### config.mk
export PLATFORM = sky130hd
export DESIGN_NAME = wb_regfile
export DESIGN_NICKNAME = d
export VERILOG_FILES = /design/src/rtl/cpu_pkg.sv /design/src/rtl/wb_regfile_mux.sv /design/src/rtl/wb_regfile.sv
export SDC_FILE = /design/constraint.sdc
export NUM_CORES = 2
export LEC_CHECK = 0
export BUFFER_PORTS_ARGS = -buffer_cell sky130_fd_sc_hd__buf_2
export CORE_ASPECT_RATIO = 1.25
export CORE_MARGIN = 1
export CORE_UTILIZATION = 45
export CTS_BUF_LIST = sky130_fd_sc_hd__clkbuf_2 sky130_fd_sc_hd__clkbuf_4 sky130_fd_sc_hd__clkbuf_8
export DETAILED_ROUTE_END_ITERATION = 12
export PLACE_DENSITY_LB_ADDON = 0.15
export SYNTH_ARGS = -nofsm -noshare
export SYNTH_HDL_FRONTEND = slang
export SYNTH_SLANG_ARGS = --single-unit
### constraint.sdc
create_clock -name clk -period 48.2 [get_ports clk]
set_input_delay 7.23 -clock clk [delete_from_list [all_inputs] [get_ports clk]]
set_output_delay 7.23 -clock clk [all_outputs]
set_load 0.005 [all_outputs]
### src/rtl/cpu_pkg.sv
// rtl/cpu_pkg.sv - shared CPU constants: write-back source encodings, register zero, datapath width
package cpu_pkg;

    localparam int DATA_W = 32;
    localparam int NREGS  = 32;

    typedef enum logic [1:0] {
        MTR_ALU = 2'b00,
        MTR_MEM = 2'b01,
        MTR_PC4 = 2'b10,
        MTR_IRQ = 2'b11
    } mtr_e;

    localparam logic [4:0] REG_ZERO = 5'd0;

endpackage

### src/rtl/wb_regfile_mux.sv
// rtl/wb_regfile_mux.sv - wb_mux: 4:1 write-back source select feeding the register file and forwarding unit
module wb_mux #(
    parameter int DATA_W = cpu_pkg::DATA_W
) (
    input  logic [1:0]        i_sel,
    input  logic [DATA_W-1:0] i_alu,
    input  logic [DATA_W-1:0] i_mem,
    input  logic [DATA_W-1:0] i_pc4,
    input  logic [DATA_W-1:0] i_irq,
    output logic [DATA_W-1:0] o_data
);
    import cpu_pkg::*;

    always_comb begin
        o_data = i_alu;
        case (i_sel)
            MTR_ALU: o_data = i_alu;
            MTR_MEM: o_data = i_mem;
            MTR_PC4: o_data = i_pc4;
            MTR_IRQ: o_data = i_irq;
            default: o_data = i_alu;
        endcase
    end

endmodule

### src/rtl/wb_regfile.sv
// rtl/wb_regfile.sv - write-back stage and 32x32 register file; WB_BYPASS_EN selects write-first reads
module wb_regfile #(
    parameter int DATA_W = cpu_pkg::DATA_W,
    parameter int NREGS  = cpu_pkg::NREGS
) (
    input  logic                     clk,
    input  logic                     reset,
    input  logic                     RegWrite_wb,
    input  logic [1:0]               MemtoReg_wb,
    input  logic [$clog2(NREGS)-1:0] RegWriteAddr_wb,
    input  logic [DATA_W-1:0]        ALUResult_wb,
    input  logic [DATA_W-1:0]        MemReadData_wb,
    input  logic [DATA_W-1:0]        PC_4_wb,
    input  logic [DATA_W-1:0]        PC_IRQ_wb,
    input  logic [$clog2(NREGS)-1:0] rs_addr,
    input  logic [$clog2(NREGS)-1:0] rt_addr,
    output logic [DATA_W-1:0]        rs_data,
    output logic [DATA_W-1:0]        rt_data,
    output logic [DATA_W-1:0]        wb_data,
    output logic                     wb_we,
    output logic [31:0]              wb_count
);
    import cpu_pkg::*;

    localparam int AW = $clog2(NREGS);

    logic [DATA_W-1:0] r_regs [0:NREGS-1];
    logic [31:0]       r_wb_count;
    logic [DATA_W-1:0] w_wb_data;
    logic              w_wb_we;
    logic              w_byp_rs;
    logic              w_byp_rt;

    wb_mux #(.DATA_W(DATA_W)) u_wb_mux (
        .i_sel  (MemtoReg_wb),
        .i_alu  (ALUResult_wb),
        .i_mem  (MemReadData_wb),
        .i_pc4  (PC_4_wb),
        .i_irq  (PC_IRQ_wb),
        .o_data (w_wb_data)
    );

    // Writes to r0 are not real writes: they neither commit nor count.
    assign w_wb_we = RegWrite_wb && (RegWriteAddr_wb != AW'(REG_ZERO));
    assign wb_data = w_wb_data;
    assign wb_we   = w_wb_we;

`ifdef WB_BYPASS_EN
    assign w_byp_rs = w_wb_we && (rs_addr == RegWriteAddr_wb);
    assign w_byp_rt = w_wb_we && (rt_addr == RegWriteAddr_wb);
`else
    assign w_byp_rs = 1'b0;
    assign w_byp_rt = 1'b0;
`endif

    always_ff @(posedge clk or posedge reset) begin
        if (reset) begin
            for (int i = 0; i < NREGS; i++) begin
                r_regs[i] <= '0;
            end
        end else if (w_wb_we) begin
            r_regs[RegWriteAddr_wb] <= w_wb_data;
        end
    end

    always_ff @(posedge clk or posedge reset) begin
        if (reset) begin
            r_wb_count <= '0;
        end else if (w_wb_we) begin
            r_wb_count <= r_wb_count + 32'd1;
        end
    end

    assign wb_count = r_wb_count;

    // Reads are forced to zero while reset is high so a bypass cannot leak data.
    always_comb begin
        rs_data = '0;
        if (!reset && (rs_addr != AW'(REG_ZERO))) begin
            rs_data = w_byp_rs ? w_wb_data : r_regs[rs_addr];
        end
    end

    always_comb begin
        rt_data = '0;
        if (!reset && (rt_addr != AW'(REG_ZERO))) begin
            rt_data = w_byp_rt ? w_wb_data : r_regs[rt_addr];
        end
    end

endmodule

==> impl_metrics.ini <==
[global_route]
grt_max_degree = 163
antenna_found_initial = 7
grt_pass1_vias = 41000
grt_remaining_overflow = 0
grt_pass1_wl_mm = 277
track_usage_pct = 30.7

[cts]
clockRootBuffer = clkbuf_8
clk_pin_slew_ns = 0.05
cts-resized-gates = 0
cts_tree = done
cts_max_level = 4
ctsLongestPathBuffers = 3
clock_latency_ns = 0.90
ctsHoldBuffers = 0
clkSinkCount = 1056
post_cts_buffers = 0
numCtsBuffers = 173

[yosys]
synth_cell_types = 49
synth.top_cells.by_count = 1069 x nand2_1, 1056 x dfrtp_1, 820 x o21ai_0, 431 x mux4_2, 402 x clkbuf_1
synth_ff_type = dfrtp_1
ys_seq_area_share_pct = 48.5
synthCells = 4964
synth_top_area_share_pct = 48.5
async_reset_ff_share_pct = 100
avgSynthCellArea_sq_um = 11.0
netlist_top_cells_area = dfrtp_1 48%, mux4_2 18%, o21ai_0 7.5%
yosysMostFrequentCell = nand2_1
synth_edf_count = 0
yosysWarnings = 0
synth_area_sq_um = 54500
synth_fp_nets = 5113
synth.largest_area_cell = dfrtp_1
synth-seq-cells = 1056

[status]
status = finished, final reports clean

[pwr]
ir_drop_v = 0.0000320
powerDensity_nw_per_um2 = 42.7
p_leak_uw = 0.0274

[drt]
drt_first_iter_violations = 3745
drc = 0
wl_met2_mm = 87.6
m1WireLength_mm = 79.1
vias = 41000
highest_layer = met4
ant_nets = 0
wl_per_cell_um = 27.8
vias_per_cell = 6.12
totalWireLength_mm = 186
dr_wl_met3_mm = 12.1
dr.pass1.iters = 5

[sta]
slew_headroom_pct = 18.4
drv_slew = 0
rsz0062_at_grt = no
skew_ns = 0.0313
worst_pin_slew_ns = 1.22
period_needed_ns = 18.30
setup_viol = 0
whs_ns = 0.397
finalHoldViolations = 0
fmax_mhz = 54.7
period_share_pct = 38.0
tns_ns = 0

[setup_path]
cp_common_cell = buf_4
reg2regPathDepth = 5
cp-end-kind = output pin
cp-start-kind = input pin
crit_path_max_incr_delay_ns = 0.88
regToRegSetupSlack_ns = 46.07
r2r-end = wb_count[29]
cp_max_fo = 65
path_cells = buf_8, buf_4, buf_4, mux4_2, mux2i_1, o22a_1, o221ai_1, buf_2
path_class = input pin to output pin
rr_startpoint = wb_count[10]
required_ns = 40.97
worst_ep_arrival_time_ns = 11.06
crit_path_top_delay_cell = buf_4

[hold_path]
hold_start = r_regs[1009]
hold_path_class = flip-flop to flip-flop
hold_end = r_regs[1009]
min_path_cells = 0

[floorplanning]
num_io_pins = 277
dieWidth_um = 313
start_util_pct = 45.4
coreArea_sq_um = 120000
die_y_um = 391
dieArea_sq_um = 123000
rows = 142

[cells_and_area]
fillers = 10800
final_core_util_pct = 50.6
drive_above_1_share_pct = 24.8
syn2layout_area_growth_pct = 11.4
fin_nets = 5129

[place]
place_congestion = 0.823
hpwl_mm = 103
io_buffers = 276

[run]
drv_cap = 0
[cell usage in the layout, fill, tap and decap left out, types with 39 or more instances in the layout]
cell type / n
o22ai_1: 39
o221ai_1: 57
o21ai_0: 788
buf_4: 89
o21ai_1: 220
dfrtp_1: 1056
mux2_2: 83
buf_2: 267
a211oi_1: 44
mux4_2: 431
mux2i_1: 270
clkbuf_4: 63
nand2_1: 1044
clkbuf_8: 225
[metal layers]
layer  global-route usage, %  up-vias
met3                    5.38      384
met1                    42.2    21000
met5                       0        -
met4                    12.4        0
li1                        -    18100
met2                    48.5     1524
[area by class of cell]
type | count | area, sq um | area share, %
diodes | 3 | 7.51 | 0.0124
clock buffers | 288 | 3570 | 5.88
clock inverters | 21 | 199 | 0.328
inverters | 38 | 150 | 0.247
multi-input cells | 3344 | 26200 | 43.1
flip-flops and latches | 1056 | 26400 | 43.5
well taps | 1584 | 1980 | 3.26
repair buffers | 367 | 2190 | 3.61
[critical path, delay by kind of cell]
family | cells | cell delay [ns]
AOI/OAI and AO/OA | 2 | 0.44
buffers and inverters | 4 | 2.53
muxes | 2 | 0.76
[power breakdown]
group / internal [uW] / leakage [uW] / switching [uW]
Sequential: 1070 / 0.0137 / 145
Combinational: 264 / 0.0118 / 258
Clock: 480 / 0.00200 / 375
[sequential cells by signal, indices dropped and copies added (netlist names)]
name,count
r_regs,1024
wb_count,32
[worst max path at each step]
stage / startpoint / to / slack, ns / depth (start not counted)
after floorplan: reset / rt_data[2] / 7.18 / 3
after global placement: rs_addr[0] / rs_data[25] / 29.85 / 8
after global routing: rs_addr[0] / rs_data[25] / 29.56 / 8
after detailed placement: rs_addr[0] / rs_data[29] / 29.83 / 8
after CTS: rs_addr[0] / rs_data[29] / 29.83 / 8
final: rs_addr[0] / rs_data[25] / 29.91 / 8
[kinds of logic (layout without fill, tap and decap cells)]
kind of cell / Yosys count / after routing / share of synthesized area (%)
mux: 785 / 785 / 24.5
compound gates: 1318 / 1318 / 13.5
flops: 1056 / 1056 / 48.5
simple gates: 1209 / 1209 / 8.87
xor+xnor: 31 / 31 / 0.498
fa+ha+maj: 1 / 1 / 0.0230
buf+inv: 564 / 714 / 4.14
other cells: 0 / 3 / 0
[through the flow]
step           instances  cell area (sq um)  power [uW]  setup slack, ns
2_1_floorplan       4964              54500        1580             7.18
3_3_place_gp        6389              56900        1730            29.85
3_5_place_dp        6389              56900        1750            29.83
4_1_cts             6698              60700        2600            29.83
5_1_grt             6700              60700        2720            29.56
6_report            6701              60700        2590            29.91
Note: power is estimated with default switching activity, not from simulation.
